$ cat src/rtl/fetch_pkg.sv
`default_nettype none
// ============================================================================
//  Module   : fetch_pkg
//  Purpose  : Shared constants and state encoding for the instruction-fetch
//             stage (fetch_unit and its IF/ID register).
//  Contents : NOP_INSTR       - canonical bubble instruction (addi x0,x0,0)
//             fetch_state_t   - FETCH / HOLD state encoding
//             PC_STEP_DEFAULT - default sequential PC increment in bytes
//  Revision : 1.0  initial release
// ============================================================================
package fetch_pkg;

    localparam logic [31:0] NOP_INSTR = 32'h0000_0013;

    localparam int PC_STEP_DEFAULT = 4;

    typedef logic [0:0] fetch_state_t;

    // FETCH: request line driven, waiting for (or streaming) acks.
    // HOLD : a fetched word is parked in the hold buffer behind a stall.
    localparam fetch_state_t FETCH = 1'b0;
    localparam fetch_state_t HOLD  = 1'b1;

endpackage : fetch_pkg
`default_nettype wire

$ cat src/rtl/if_id_reg.sv
`default_nettype none
// ============================================================================
//  Module   : if_id_reg
//  Purpose  : IF/ID pipeline register holding pc/instr/valid for decode.
//             Control priority: flush > hold > load > bubble.
//             Flush and bubble both give valid=0, instr=NOP and keep pc.
//  Ports    : clk_i, rst_n_i      - clock, async active-low reset
//             flush_i             - squash contents (branch redirect)
//             hold_i              - freeze contents (load-use stall)
//             load_i              - capture pc_d_i / instr_d_i as valid
//             pc_d_i, instr_d_i   - incoming PC and instruction
//             pc_o, instr_o, valid_o - registered outputs to decode
//  Revision : 1.0  initial release
// ============================================================================
module if_id_reg
    import fetch_pkg::*;
#(
    parameter int XLEN = 32
) (
    input  logic            clk_i,
    input  logic            rst_n_i,
    input  logic            flush_i,
    input  logic            hold_i,
    input  logic            load_i,
    input  logic [XLEN-1:0] pc_d_i,
    input  logic [31:0]     instr_d_i,
    output logic [XLEN-1:0] pc_o,
    output logic [31:0]     instr_o,
    output logic            valid_o
);

    logic [XLEN-1:0] r_pc;
    logic [31:0]     r_instr;
    logic            r_valid;

    always_ff @(posedge clk_i or negedge rst_n_i) begin
        if (!rst_n_i) begin
            r_pc    <= '0;
            r_instr <= NOP_INSTR;
            r_valid <= 1'b0;
        end else if (flush_i) begin
            r_instr <= NOP_INSTR;
            r_valid <= 1'b0;
        end else if (hold_i) begin
            r_pc    <= r_pc;
            r_instr <= r_instr;
            r_valid <= r_valid;
        end else if (load_i) begin
            r_pc    <= pc_d_i;
            r_instr <= instr_d_i;
            r_valid <= 1'b1;
        end else begin
            // Nothing to hand over: insert a bubble, pc_o left as it was.
            r_instr <= NOP_INSTR;
            r_valid <= 1'b0;
        end
    end

    assign pc_o    = r_pc;
    assign instr_o = r_instr;
    assign valid_o = r_valid;

endmodule : if_id_reg
`default_nettype wire

$ cat src/rtl/fetch_unit.sv
`default_nettype none
// ============================================================================
//  Module   : fetch_unit
//  Purpose  : Instruction-fetch stage with IF/ID register. Owns the fetch PC,
//             drives a req/ack instruction memory port, parks a word in a
//             hold buffer when decode stalls, and redirects on branches.
//  Ports    : clk_i, rst_n_i                 - clock, async active-low reset
//             imem_req_o, imem_addr_o        - fetch request / address
//             imem_ack_i, imem_data_i        - memory response
//             stall_i                        - load-use stall from hazard unit
//             branch_taken_i, branch_target_i - redirect from EX
//             pc_o, instr_o, valid_o         - IF/ID outputs to decode
//  Revision : 1.0  initial release
// ============================================================================
module fetch_unit
    import fetch_pkg::*;
#(
    parameter int              XLEN     = 32,
    parameter logic [XLEN-1:0] RESET_PC = '0,
    parameter int              PC_STEP  = PC_STEP_DEFAULT
) (
    input  logic            clk_i,
    input  logic            rst_n_i,
    output logic            imem_req_o,
    output logic [XLEN-1:0] imem_addr_o,
    input  logic            imem_ack_i,
    input  logic [31:0]     imem_data_i,
    input  logic            stall_i,
    input  logic            branch_taken_i,
    input  logic [XLEN-1:0] branch_target_i,
    output logic [XLEN-1:0] pc_o,
    output logic [31:0]     instr_o,
    output logic            valid_o
);

    localparam logic [XLEN-1:0] C_PC_STEP = XLEN'(PC_STEP);

    fetch_state_t    r_state;
    logic            r_req;
    logic [XLEN-1:0] r_fetch_pc;
    logic            r_squash;
    logic [XLEN-1:0] r_target;
    logic [XLEN-1:0] r_hold_pc;
    logic [31:0]     r_hold_instr;

    fetch_state_t    w_state_nxt;
    logic [XLEN-1:0] w_fetch_pc_nxt;
    logic            w_squash_nxt;
    logic [XLEN-1:0] w_target_nxt;
    logic            w_hold_load;
    logic            w_ack;
    logic            w_outstanding;
    logic            w_ifid_load;
    logic [XLEN-1:0] w_ifid_pc;
    logic [31:0]     w_ifid_instr;

    // r_req is only high in FETCH, so an ack is meaningful only when it is.
    assign w_ack         = r_req & imem_ack_i;
    assign w_outstanding = r_req & ~imem_ack_i;

    always_comb begin
        w_state_nxt    = r_state;
        w_fetch_pc_nxt = r_fetch_pc;
        w_squash_nxt   = r_squash;
        w_target_nxt   = r_target;
        w_hold_load    = 1'b0;
        if (branch_taken_i) begin
            w_state_nxt = FETCH;
            if (w_outstanding) begin
                // Address must stay stable until the memory answers, so the
                // redirect is deferred; a newer branch overwrites the target.
                w_squash_nxt = 1'b1;
                w_target_nxt = branch_target_i;
            end else begin
                w_squash_nxt   = 1'b0;
                w_fetch_pc_nxt = branch_target_i;
            end
        end else if (r_state == HOLD) begin
            if (!stall_i) begin
                w_state_nxt = FETCH;
            end
        end else if (w_ack) begin
            if (r_squash) begin
                w_squash_nxt   = 1'b0;
                w_fetch_pc_nxt = r_target;
            end else begin
                w_fetch_pc_nxt = r_fetch_pc + C_PC_STEP;
                if (stall_i) begin
                    w_state_nxt = HOLD;
                    w_hold_load = 1'b1;
                end
            end
        end
    end

    always_ff @(posedge clk_i or negedge rst_n_i) begin
        if (!rst_n_i) begin
            r_state      <= FETCH;
            r_req        <= 1'b0;
            r_fetch_pc   <= RESET_PC;
            r_squash     <= 1'b0;
            r_target     <= '0;
            r_hold_pc    <= '0;
            r_hold_instr <= NOP_INSTR;
        end else begin
            r_state    <= w_state_nxt;
            r_req      <= (w_state_nxt == FETCH);
            r_fetch_pc <= w_fetch_pc_nxt;
            r_squash   <= w_squash_nxt;
            r_target   <= w_target_nxt;
            if (w_hold_load) begin
                r_hold_pc    <= r_fetch_pc;
                r_hold_instr <= imem_data_i;
            end
        end
    end

    // In HOLD the buffered word is handed over; otherwise a fresh, unsquashed
    // ack goes straight to decode. Stall (hold) and branch (flush) take
    // precedence inside the register.
    assign w_ifid_load  = (r_state == HOLD) | (w_ack & ~r_squash);
    assign w_ifid_pc    = (r_state == HOLD) ? r_hold_pc    : r_fetch_pc;
    assign w_ifid_instr = (r_state == HOLD) ? r_hold_instr : imem_data_i;

    if_id_reg #(
        .XLEN (XLEN)
    ) u_if_id (
        .clk_i     (clk_i),
        .rst_n_i   (rst_n_i),
        .flush_i   (branch_taken_i),
        .hold_i    (stall_i),
        .load_i    (w_ifid_load),
        .pc_d_i    (w_ifid_pc),
        .instr_d_i (w_ifid_instr),
        .pc_o      (pc_o),
        .instr_o   (instr_o),
        .valid_o   (valid_o)
    );

    assign imem_req_o  = r_req;
    assign imem_addr_o = r_fetch_pc;

endmodule : fetch_unit
`default_nettype wire

$ cat config.mk
export PLATFORM = sky130hd
export DESIGN_NAME = fetch_unit
export DESIGN_NICKNAME = d
export VERILOG_FILES = /design/src/rtl/fetch_pkg.sv /design/src/rtl/if_id_reg.sv /design/src/rtl/fetch_unit.sv
export SDC_FILE = /design/constraint.sdc
export NUM_CORES = 1
export LEC_CHECK = 0
export CAP_MARGIN = 20
export CORE_MARGIN = 5
export CORE_UTILIZATION = 45
export DETAILED_ROUTE_END_ITERATION = 12
export PLACE_DENSITY_LB_ADDON = 0.08
export SLEW_MARGIN = 0
export SYNTH_ARGS = -nofsm -noshare
export SYNTH_HDL_FRONTEND = slang
export SYNTH_SLANG_ARGS = --single-unit
export TNS_END_PERCENT = 1
$ cat constraint.sdc
create_clock -name clk_i -period 2.65 [get_ports clk_i]
set_clock_uncertainty 0.1 [all_clocks]
set_input_delay 0.3975 -clock clk_i [delete_from_list [all_inputs] [get_ports clk_i]]
set_output_delay 0.3975 -clock clk_i [all_outputs]
set_load 0.01 [all_outputs]
After elaboration in Yosys (flattened, before gate mapping)
Index checks and enable logic that the tools add are counted.
{"block": "totals", "ff_bits": 196, "inputBits": 69, "wordCells": 52}
{"block": "classes", "n_addsub": 1, "reduce_logical": 5, "muxes": 24, "bitwise": 9, "eq_ne": 3}
{"op": "$mux 32", "count": 10}
{"op": "$add 32x3->32 const B", "count": 1}
{"op": "$mux 1", "count": 14}
{"op": "$reduce_and 3->1", "count": 2}
{"op": "$not 1->1", "count": 5}
{"op": "$ne 2x2->1 const B", "count": 2}
{"op": "$reduce_and 2->1", "count": 2}
{"op": "$and 1x1->1", "count": 3}
{"op": "$ne 2x1->1 const B", "count": 1}
{"op": "$reduce_bool 2->1", "count": 1}
{"op": "$or 1x1->1", "count": 1}

Depth between registers and ports, before layout
Gate-level depths: netlist of run 1.
{"block": "logic_depth", "depth_word": 6, "mapped_depth": 8, "depth_no_buf": 5}

Modules after synthesis
Synthesis of run 1 repeated with hierarchy kept, for this count alone.
{"block": "unflattened", "cells_unflattened": 790, "hier_area_um2": 9462.8}
{"module": "fetch_unit", "cells_per_inst": 577, "seq_area_each_um2": 3281.9, "n_inst": 1, "area_per_inst_um2": 6815.3}
{"module": "if_id_reg", "cells_per_inst": 213, "seq_area_each_um2": 1630.3, "n_inst": 1, "area_per_inst_um2": 2647.5}

Least setup slack after synthesis of run 1
Ideal clock, no wire load.
{"block": "synth_timing", "path_type": "register -> register", "start": "register r_fetch_pc[2], in the netlist imem_addr_o[2]", "end": "register r_fetch_pc[28], in the netlist imem_addr_o[28]", "setup_time_ns": 0.070, "arrival_ns": 1.771, "stages_incl_launch_ff": 6, "path_slack_ns": 0.708, "n_path_buf": 0, "required_ns": 2.480, "cell_sequence": "dfrtp_1 -> ha_1 -> and4_1 -> nand3_1 -> or4_1 -> nand4_1"}
{"block": "synth_between", "elab_chain_len": 5}
{"element": "start, declared", "line": "fetch_unit.sv:40", "source": "logic [XLEN-1:0] r_fetch_pc;"}
{"element": "start signal, assigned", "line": "fetch_unit.sv:108", "source": "r_fetch_pc <= w_fetch_pc_nxt;"}
{"element": "$add 32x3->32", "line": "fetch_unit.sv:87", "source": "w_fetch_pc_nxt = r_fetch_pc + C_PC_STEP;"}
{"element": "$mux 32", "line": "fetch_unit.sv:83", "source": "if (r_squash) begin"}
{"element": "$mux 32", "line": "fetch_unit.sv:82", "source": "end else if (w_ack) begin"}
{"element": "$mux 32", "line": "fetch_unit.sv:78", "source": "end else if (r_state == HOLD) begin"}
{"element": "$mux 32", "line": "fetch_unit.sv:67", "source": "if (branch_taken_i) begin"}
No other way between the ends. The select of a mux whose other input is x is not followed.
A chain may end at the register's enable or synchronous reset.

Final worst setup path of run 1
{"block": "layout_timing", "start": "register r_fetch_pc[2], in the netlist imem_addr_o[2]", "end": "register r_fetch_pc[24], in the netlist imem_addr_o[24]"}
The elaborated chain is that of the path after synthesis.

==> results.toml, run 1 <==
[synthesis]
async_reset_ff_share_pct = 100
synth_top_area_share_pct = 52.5
synth-edff-count = 0
synth_nets = 857
synth_ff_type = "dfrtp_1"
synthTopCellsByCount = "dfrtp_1, mux2_2, nand2_1"
ys_ff_latch = 196
synth_cell_types = 58
synthCells = 787
synth.cell_area_mm2 = 0.00905
synth_top_cells_by_area = "dfrtp_1, mux2_2, mux2i_1"
yosysWarningCount = 0
synth-seq-area-share_pct = 54.2
synth_top_cell_by_area = "dfrtp_1"
avgSynthCellArea_um2 = 11.5
synth.most_common_cell = "dfrtp_1"

[routing]
antenna_left = 0
drtIter0Drc = 489
dr.pass1.iters = 5
via_per_inst = 5.59
drc_errors = 0
vias = 6809
wl_per_cell_um = 19.0
routed_wirelength_um = 23200

[grt]
grt_pass1_vias = 7153
grt_overflow = 0
grt_pass1_wl_um = 38100
antenna_found_initial = 0
grt_usage_pct = 19.9
grt_max_degree = 98

[placement]
dp_hpwl_um = 15700
gp_congestion = 0.801
pre_cts_ws_ns = 0.337
io_buffers = 166

[finish]
nets = 1009
utilization_pct = 59.6
diodes = 0
drive_above_1_share_pct = 18.7
fill_cells = 1679
area_delta_synth_final_pct = 29.4

[worst_setup_path]
endpoint_kind = "flop"
path_cells = "ha_1 > nand4_1 > nor4_4 > nand3_1 > o311ai_0"
path_class = "flop to flop"
crit_buf_inv = 0
cp_top_family = "simple AND/OR/NAND/NOR gates"
crit_fanout = 5
startpoint_type = "flop"
cpPeakStageDelay_ns = 0.44
required_ns = 2.85
arrival_ns = 2.39
crit_slowest_cell = "nor4_4"

[timing]
timing.fmax_mhz = 458
slew_viol_final = 0
worst_pin_slew_ns = 0.779
hold_viol = 0
layout_setup_ws_ns = 0.466
setup_violations = 0
fin_setup_tns_ns = 0
whs_ns = 0.379
relSlewSlack_pct = 47.6
grt_setup_unrepaired = "false"
period_needed_ns = 2.18
fin_crit_sh_pct = 82.4

[clock_network]
cts.clk_slew.worst_paths_ns = 0.08
tritoncts = "yes"
clockBufferDepth = 2
clk_root_buffer_cell = "clkbuf_16"
cts_sinks = 196
cts-buffers-inserted = 17
clk_latency_ns = 0.43
h-tree-depth = 4
postCtsSetupRepairBufs = 0

[floorplan]
die_area_mm2 = 0.0231
io_pins = 167
die_y_um = 152
start_util_pct = 46.1
rows = 51
coreArea_mm2 = 0.0197
fp.dieW_um = 152

[power_and_ir_drop]
ir_drop_mv = 0.483
power.density_mw_per_mm2 = 793
leakagePower_nw = 4.71

[min_path]
min_path_type = "flop to flop"

[flow_run]
cap_viol_max_count = 0

[status]
status = "complete, no violations"
==> per-stage QoR <==
stage,cell area [um2],std cells,power [mW]
floorplan,9050,787,5.44
global placement,11100,1184,6.55
detailed placement,11100,1184,6.68
CTS,11700,1217,9.39
global route,11700,1217,9.78
finish,11700,1217,9.30
==> path summary, 6_finish.rpt <==
| check | cells after the start | slack, ns | start | endpoint |
|---|---|---|---|---|
| max reg2reg | 5 | 0.47 | imem_addr_o[2] | imem_addr_o[24] |
| min reg2reg | 2 | 0.38 | u_if_id.pc_o[4] | u_if_id.pc_o[4] |
| min in group asynchronous | 2 | 0.45 | rst_n_i | u_if_id.instr_o[6] |
| max in group asynchronous | 3 | 1.24 | rst_n_i | imem_addr_o[21] |
| max | 5 | 0.47 | imem_addr_o[2] | imem_addr_o[24] |
| min | 2 | 0.38 | u_if_id.pc_o[4] | u_if_id.pc_o[4] |
==> layout by cell type (no fill, tap or decap), drive strengths merged, types with 5 or more instances in the layout <==
| cell type | instances |
|---|---|
| buf | 25 |
| nor2b | 6 |
| mux2 | 99 |
| dfstp | 6 |
| clkinvlp | 5 |
| o21ai | 87 |
| a22o | 14 |
| dfrtp | 190 |
| nor4 | 6 |
| nand2 | 98 |
| nand3 | 9 |
| or2 | 5 |
| mux2i | 69 |
| inv | 13 |
| a22oi | 8 |
| clkdlybuf4s50 | 165 |
| o311ai | 11 |
| or3 | 5 |
| clkbuf | 18 |
| o211ai | 11 |
| nor2 | 19 |
| and4 | 5 |
| nand4 | 12 |
| a21oi | 13 |
==> report_power, final <==
part | switching, mW | internal, mW | leakage, nW
Sequential | 0.611 | 3.74 | 2.42
Combinational | 0.954 | 1.30 | 2.01
Clock | 1.26 | 1.44 | 0.286
Total | 2.82 | 6.48 | 4.71
==> kinds of logic (layout without fill, tap and decap cells) <==
group	Yosys count	in the layout	synth area share (%)
flip-flops	196	196	54.2
AND/OR/NAND/NOR	180	180	10.1
AO/OA/AOI/OAI	175	175	12.5
multiplexers	168	168	19.9
buffers and inverters	67	232	3.14
adder cells (fa/ha/maj)	1	1	0.138
==> flip-flops by register name, summed over array words and instances, names as in the netlist <==
| name | count |
|---|---|
| u_if_id.instr_o | 32 |
| imem_req_o | 1 |
| r_hold_pc | 32 |
| r_target | 32 |
| r_squash | 1 |
| u_if_id.pc_o | 32 |
| imem_addr_o | 32 |
| r_state | 1 |
| u_if_id.valid_o | 1 |
| r_hold_instr | 32 |
==> area by class of cell <==
class | instances | area [um2] | area share, %
Clock buffer | 17 | 425 | 3.63
Clock inverter | 15 | 193 | 1.64
Inverter | 8 | 30.0 | 0.256
Multi-Input combinational cell | 524 | 3870 | 33.0
Sequential cell | 196 | 4920 | 41.9
Tap cell | 265 | 332 | 2.83
Timing Repair Buffer | 192 | 1950 | 16.6
==> per-layer routing <==
layer	up-vias	global-route usage, %	wire length (um)
met1	3405	26.9	10500
met5	-	0	0
met2	194	33.1	11200
met4	0	5.01	273
li1	3187	-	-
met3	23	4.09	1130
==> tightest hold or removal path: stages (launching register included) <==
cell	delay, ns
dfrtp_1	0.34
nand2_1	0.04
o21ai_0	0.06
==> repair_timing <==
item / in CTS / in global routing
endpoints found under the hold margin: 70 / 0
hold buffers: 1 / 0
endpoints found under the setup margin: 0 / 0
resized for setup: 0 / 0
Note: power is estimated with default switching activity, not from simulation.
==> inputs of run 2 (changes only) <==
==> constraint.sdc (replaced) <==
create_clock -name clk_i -period 2.2 [get_ports clk_i]
set_clock_uncertainty 0.1 [all_clocks]
set_input_delay 0.33 -clock clk_i [delete_from_list [all_inputs] [get_ports clk_i]]
set_output_delay 0.33 -clock clk_i [all_outputs]
set_load 0.01 [all_outputs]
==> run 2 against run 1 <==
  * Worst hold slack worse by 0.086 ns
  * Die area is the same
  * Sequential power rose by 17%
  * Clock power up 23%
  * Critical path depth down 4
  * Utilization up 1.2 points
  * Clock-buffer cell count rose by 1
  * Critical path type is now flop to output pin
  * Highest routed layer unchanged
==> results.toml, run 2 (synthesis gave the netlist of run 1 again) <==
[clock_network]
h-tree-depth = 4
clk_root_buffer_cell = "clkbuf_16"
cts-buffers-inserted = 17
postCtsSetupRepairBufs = 0
cts.clk_slew.worst_paths_ns = 0.07
clk_latency_ns = 0.43
tritoncts = "yes"
clockBufferDepth = 2
cts_sinks = 196

[routing]
drc_errors = 0
routed_wirelength_um = 23300
vias = 6905
wl_per_cell_um = 18.8
antenna_left = 0
dr.pass1.iters = 5
drtIter0Drc = 460
via_per_inst = 5.56

[timing]
fin_crit_sh_pct = 92.4
setup_violations = 0
whs_ns = 0.293
hold_viol = 0
relSlewSlack_pct = 68.1
slew_viol_final = 0
grt_setup_unrepaired = "false"
worst_pin_slew_ns = 0.478
layout_setup_ws_ns = 0.166
period_needed_ns = 2.03
timing.fmax_mhz = 492
fin_setup_tns_ns = 0

[power_and_ir_drop]
seqPwrFrac_pct = 44.8
switchingPower_mw = 3.37
swShare_pct = 29.5
pwr-share-clk_pct = 29.1
power.density_mw_per_mm2 = 954
leakagePower_nw = 4.87
ir_drop_mv = 0.609
power_frac_comb_pct = 26.1
internal_power_mw = 8.03
p_total_mw = 11.4

[placement]
io_buffers = 166
dp_hpwl_um = 16100
gp_congestion = 0.821
pre_cts_ws_ns = 0.0117

[status]
status = "complete, no violations"

[floorplan]
coreArea_mm2 = 0.0197
io_pins = 167
fp.dieW_um = 152
rows = 51
start_util_pct = 46.1
die_area_mm2 = 0.0231
die_y_um = 152

[finish]
final_common_cell = "dfrtp_1"
drive_above_1_share_pct = 20.9
final_cell_mix = "dfrtp_1, clkdlybuf4s50_1, mux2_2"
area_delta_synth_final_pct = 32.0
nets = 1034
fill_cells = 1628
diodes = 0

[grt]
grt_max_degree = 69
grt_overflow = 0
antenna_found_initial = 0
grt_pass1_vias = 7476
grt_pass1_wl_um = 38700
grt_usage_pct = 20.3

[min_path]
min_path_type = "primary input to asynchronous set/reset pin"

[worst_setup_path]
required_ns = 1.77
crit_slowest_cell = "clkdlybuf4s50_1"
cpPeakStageDelay_ns = 0.61
cp_top_family = "buffers and inverters"
startpoint_type = "flop"
arrival_ns = 1.60
path_class = "flop to output pin"
crit_buf_inv = 1
crit_fanout = 10
endpoint_kind = "output pin"
path_cells = "clkdlybuf4s50_1"

[flow_run]
cap_viol_max_count = 0
==> run 2: cell count changes in the layout (fill, tap and decap cells not counted), sizes merged <==
cell and change:
clkinv +2, bufinv +1, buf +25, clkbuf +1, clkinvlp -4
==> run 2: power by group through the flow <==
stage	combinational, mW	clock (mW)	sequential [mW]
floorplan	1.32	0	5.23
global placement	2.91	0	5.12
detailed placement	3.00	0	5.18
CTS	3.02	3.39	5.11
global route	3.25	3.54	5.23
finish	2.97	3.32	5.11
==> run 2: through the flow <==
stage | util [%] | cell area, um2 | std cells
3_3_place_gp | 57.6 | 11300 | 1209
2_1_floorplan | - | 9050 | 787
4_1_cts | 60.8 | 12000 | 1242
3_5_place_dp | 57.6 | 11300 | 1209
6_report | 60.8 | 12000 | 1242
5_1_grt | 60.8 | 12000 | 1242
==> run 2: final cells by class <==
class,instances,area [um2],share of cell area [%]
clock buffer,18,439,3.67
clock inverter,14,189,1.58
inverter,8,30.0,0.251
multi-input combinational,524,3870,32.4
sequential,196,4920,41.1
tap,265,332,2.77
timing repair buffer,217,2180,18.2
==> run 2: worst paths after layout <==
kind	from	endpoint	slack, ns	cells past startpoint
setup reg to reg	imem_addr_o[2]	imem_addr_o[21]	0.20	5
min in group clk_i	u_if_id.instr_o[8]	u_if_id.instr_o[8]	0.38	2
hold reg to reg	u_if_id.instr_o[8]	u_if_id.instr_o[8]	0.38	2
setup / recovery	imem_addr_o[24]	imem_addr_o[24]	0.17	1
hold / removal	rst_n_i	u_if_id.instr_o[11]	0.29	2
max in group asynchronous	rst_n_i	r_hold_instr[16]	0.98	3
==> run 2: what timing repair did <==
action,CTS,global route
hold buffers,1,0
endpoints found under the setup margin,0,1
hold endpoints to repair,37,0
gates resized for setup,0,1
==> run 2: routing by layer <==
layer / up-vias / GRT usage [%] / routed length, um
met5: - / 0 / 0
met4: 0 / 5.95 / 322
met3: 33 / 4.66 / 1270
met2: 233 / 32.4 / 11100
met1: 3404 / 27.8 / 10700
li1: 3235 / - / -
